### config.mk
export PLATFORM = sky130hd
export DESIGN_NAME = bist_controller
export DESIGN_NICKNAME = d
export VERILOG_FILES = /design/src/rtl/bist_controller.sv
export SDC_FILE = /design/constraint.sdc
export NUM_CORES = 1
export LEC_CHECK = 0
export ABC_AREA = 1
export CORE_MARGIN = 2
export CORE_UTILIZATION = 53
export DETAILED_ROUTE_END_ITERATION = 8
export HOLD_SLACK_MARGIN = 0.12
export PLACE_DENSITY = 0.87
export SYNTH_ARGS = -nofsm -noshare
export SYNTH_HDL_FRONTEND = slang
export SYNTH_SLANG_ARGS = --single-unit
export TNS_END_PERCENT = 20
### constraint.sdc
create_clock -name CK -period 1.7 [get_ports CK]
set_input_delay 0.34 -clock CK [delete_from_list [all_inputs] [get_ports CK]]
set_output_delay 0.34 -clock CK [all_outputs]
set_load 0.01 [all_outputs]
### src/rtl/bist_controller.sv
// Logic BIST sequencer for the s9234 scan core: INIT, shift/capture loop, unload, compare.
// Optional BIST_SIG_LATCH_EN adds sig_q, the signature latched in COMPARE.
module bist_controller #(
    parameter int         CHAIN_LEN    = 33,
    parameter int         NUM_PATTERNS = 100,
    parameter logic [6:0] GOLDEN_SIG   = 7'h00
) (
    input  logic       CK,
    input  logic       reset,
    input  logic       start,
    input  logic [6:0] signature,
    output logic       scan_en,
    output logic       bist_en,
    output logic       tpg_reset,
    output logic       comp_reset,
    output logic       comp_en,
    output logic       busy,
    output logic       done,
`ifdef BIST_SIG_LATCH_EN
    output logic [6:0] sig_q,
`endif
    output logic       pass
);

    localparam int SW = $clog2(CHAIN_LEN + 1);
    localparam int PW = $clog2(NUM_PATTERNS + 1);

    typedef enum logic [2:0] {
        IDLE, INIT, SHIFT, CAPTURE, UNLOAD, COMPARE, DONE
    } state_t;

    state_t        state;
    state_t        nxt;
    logic [SW-1:0] scnt;
    logic [PW-1:0] pcnt;
    logic [PW-1:0] pcnt_nxt;
    logic          last_shift;
    logic          bist_q;
    logic          comp_q;

    assign last_shift = (scnt == SW'(CHAIN_LEN - 1));

    always_comb begin
        nxt      = state;
        pcnt_nxt = pcnt;
        unique case (state)
            IDLE:    if (start) nxt = INIT;
            INIT: begin
                nxt      = SHIFT;
                pcnt_nxt = '0;
            end
            SHIFT:   if (last_shift) nxt = CAPTURE;
            CAPTURE: begin
                pcnt_nxt = pcnt + 1'b1;
                nxt = (pcnt_nxt == PW'(NUM_PATTERNS)) ? UNLOAD : SHIFT;
            end
            UNLOAD:  if (last_shift) nxt = COMPARE;
            COMPARE: nxt = DONE;
            DONE:    if (!start) nxt = IDLE;
            default: nxt = IDLE;
        endcase
    end

    always_ff @(posedge CK or posedge reset) begin
        if (reset) begin
            state      <= IDLE;
            scnt       <= '0;
            pcnt       <= '0;
            scan_en    <= 1'b0;
            bist_q     <= 1'b0;
            comp_q     <= 1'b0;
            tpg_reset  <= 1'b0;
            comp_reset <= 1'b0;
            busy       <= 1'b0;
            done       <= 1'b0;
            pass       <= 1'b0;
`ifdef BIST_SIG_LATCH_EN
            sig_q      <= '0;
`endif
        end else begin
            state <= nxt;
            pcnt  <= pcnt_nxt;
            if ((state == SHIFT || state == UNLOAD) && nxt == state)
                scnt <= scnt + 1'b1;
            else
                scnt <= '0;
            scan_en    <= (nxt == SHIFT) || (nxt == UNLOAD);
            bist_q     <= (nxt == INIT) || (nxt == SHIFT) || (nxt == UNLOAD);
            // the first pattern's load shifts unknown chain data: keep it out of the compactor
            comp_q     <= (nxt == UNLOAD) || (nxt == SHIFT && pcnt_nxt != '0);
            tpg_reset  <= (nxt == INIT);
            comp_reset <= (nxt == INIT);
            busy       <= (nxt != IDLE) && (nxt != DONE);
            done       <= (nxt == DONE);
            if (state == COMPARE)
                pass <= (signature == GOLDEN_SIG);
            else if (nxt == IDLE)
                pass <= 1'b0;
`ifdef BIST_SIG_LATCH_EN
            if (state == COMPARE)
                sig_q <= signature;
`endif
        end
    end

    // half-cycle retime keeps the AND-gated TPG/compactor clocks glitch-free
    always_ff @(negedge CK or posedge reset) begin
        if (reset) begin
            bist_en <= 1'b0;
            comp_en <= 1'b0;
        end else begin
            bist_en <= bist_q;
            comp_en <= comp_q;
        end
    end

endmodule
==> results.cfg <==
[layout]
synthToLayoutAreaGrowth_pct = 18.22
n_antenna_cell = 0
final_nets = 202
drive_gt1_frac = 0.1862
layout_common_cells = 45 x nand2_1, 23 x dfrtp_1, 21 x inv_1, 20 x nor2_1, 15 x clkdlybuf4s50_1
final_common_cell = nand2_1

[power]
ir_drop_mv = 0.8187
power_density_nw_per_um2 = 1258
p_leak_nw = 0.7889
finalPower_mw = 1.970

[synthesis]
synth_compound_area_frac = 0.03305
synthCells = 166
yosys.area.top_type = dfrtp_1
yosysSeqAreaShare = 0.4721
synth-simple-area-share = 0.3711
syn_area_um2 = 1325
synth_top_family_by_area = simple AND/OR/NAND/NOR gates
synth.avg_cell_area_um2 = 7.982
ys_top_cells_by_area = dfrtp_1 43%, nand2_1 13%, inv_1 6.2%
yosys_register_bits = 25
synth.area.mux_share = 0
synth_xor_area_frac = 0.01322
synth.top_cell.area_share = 0.4344
synth_fp_nets = 179
yosys_warnings = 0
ys_types = 21
synth_fa_ha_area_frac = 0.02833

[run_status]
violations = setup timing
status = finished with violations

[grt]
grt_pass1_vias = 1067
grt_first_pass_wirelength_mm = 4.305
grtUsageTotal = 0.2094
grt_max_degree = 20
overflow = 0
antenna_found_initial = 0

[timing]
hold_viol = 0
maxSlewHeadroom = 0.8393
setup_viol = 2
clock-skew-final_ps = 8.044
worst_slew_pin_slew_ps = 238.8
setup_slack_ps = -314.3
final.setup.tns_ps = -620.2
whs_ps = 364.9
rsz0062_at_grt = yes
maxSlewViolCount = 0

[setup_path]
arrival_ps = 1670
cpPeakStageDelay_ps = 420
reg2reg_depth = 10
r2r_slack_ps = 100
path_delay_family = flip-flops
rr_startpoint = pcnt[1]$_DFF_PP0_
cp.buffers_inverters = 1
worstPathCellList = buf_6
required_ps = 1360
end_kind = output pin
r2r-end = pass$_DFFE_PP0P_
start_kind = register
path_class = register to output pin
crit_slowest_cell = dfrtn_1
critPathMaxFanout = 1

[route]
totalWireLength_mm = 2.614
drtAntennaViolNets = 0
dr.first_iter.drc_count = 26
num_vias = 1130
drt_drc_violations_left = 0
drt-pass1-iter-count = 4
viasPerCell = 5.183
wire_per_inst_um = 11.99

[cts]
cts_root_buf = clkbuf_4
cts_tree = done
clkTransAtPathRegs_ps = 130
cts_buffers = 3
cts_buffer_depth = 2
worstSkewPairLatency_ps = 310
cts_num_sinks = 25
cts_max_level = 1

[floorplan]
die_w_um = 54
start_util = 0.5448
die_h_um = 54
pin_count = 18
core_area_um2 = 2432
dieArea_um2 = 2916
placementRows = 18

[run]
cap_violations = 0

[place]
gp_congestion = 0.8360
io_buffer_count = 17
dpl.hpwl_mm = 2.051

[worst_hold_path]
hold_path_class = primary input to asynchronous set/reset pin
## worst register-to-register path: stages (launching register included)
cell and delay [ps]:
dfrtp_1 440, ha_2 230, nand2_2 80, o21bai_2 180, nand2_1 80, nor2_1 100, nand2_1 90, nand3_2 120
nand3_1 100, nand2_1 70, nand2_1 40
## Yosys cell counts, drive strengths merged
cell    instances
a31oi           1
buf             1
clkinv          1
dfrtn           2
dfrtp          23
ha              3
inv            26
nand2          51
nand3          18
nand4           3
nor2           24
nor3            3
nor3b           2
nor4            1
o21ai           3
o21bai          2
xor2            2
## metal layers
metal / up-vias / GRT usage / wire, um
met5: - / 0 / 0
met4: 0 / 0.1292 / 70
met1: 518 / 0.2411 / 1094
li1: 566 / - / -
met3: 8 / 0.02500 / 136
met2: 38 / 0.3679 / 1312
## kinds of logic after synthesis
kind of cell,after synthesis
and+or+nand+nor,102
buffers and inverters,28
DFF,25
xor gates and xnor gates,2
AOI/OAI and AO/OA,6
adders and majority gates,3
## report_power, final
group          leakage [nW]  internal (mW)  switching [mW]
clock network        0.0177         0.0880           0.173
logic                 0.461          0.332           0.464
registers             0.311          0.767           0.146
total                 0.789           1.19           0.783
## how the worst max path moves through the flow
stage | to | slack [ps] | startpoint | cells after the start
global placement | comp_en | -380 | comp_en$_DFF_NP0_ | 1
detailed placement | comp_en | -390 | comp_en$_DFF_NP0_ | 1
finish | comp_en | -310 | comp_en$_DFF_NP0_ | 1
CTS | comp_en | -330 | comp_en$_DFF_NP0_ | 1
floorplan | bist_en$_DFF_NP0_ | 100 | reset | 1
global route | comp_en | -360 | comp_en$_DFF_NP0_ | 1
## stage by stage
| stage | instance area (um2) | cells | worst slack (ps) | utilization |
|---|---|---|---|---|
| final | 1567 | 218 | -314.3 | 0.6440 |
| after global routing | 1567 | 218 | -357.4 | 0.6440 |
| after CTS | 1558 | 218 | -326.8 | 0.6404 |
| after detailed placement | 1540 | 214 | -393.0 | 0.6332 |
| after global placement | 1540 | 214 | -376.4 | 0.6332 |
| after floorplan | 1325 | 166 | 97.80 | - |
## final cells by class
class / instances / area, um2
clock inverters: 1 / 5.005
inverters: 27 / 101.3
multi-input cells: 113 / 593.1
repair buffers: 19 / 181.4
well taps: 30 / 37.54
clock buffers: 3 / 22.52
flip-flops and latches: 25 / 625.6
fillers: 196 / 865.8
## sequential cells by signal, indices dropped and copies added, names as in the netlist
register,cells
done,1
bist_q,1
scan_en,1
pass,1
scnt,6
comp_reset,1
comp_en,1
busy,1
bist_en,1
pcnt,7
comp_q,1
state,3
## what timing repair did
action / 4_1_cts / 5_1_grt
hold buffers: 0 / 0
setup endpoints to repair: 2 / 7
gates resized for setup: 8 / 4
buffers inserted: 0 / 0
(Power assumes the default switching activity.)
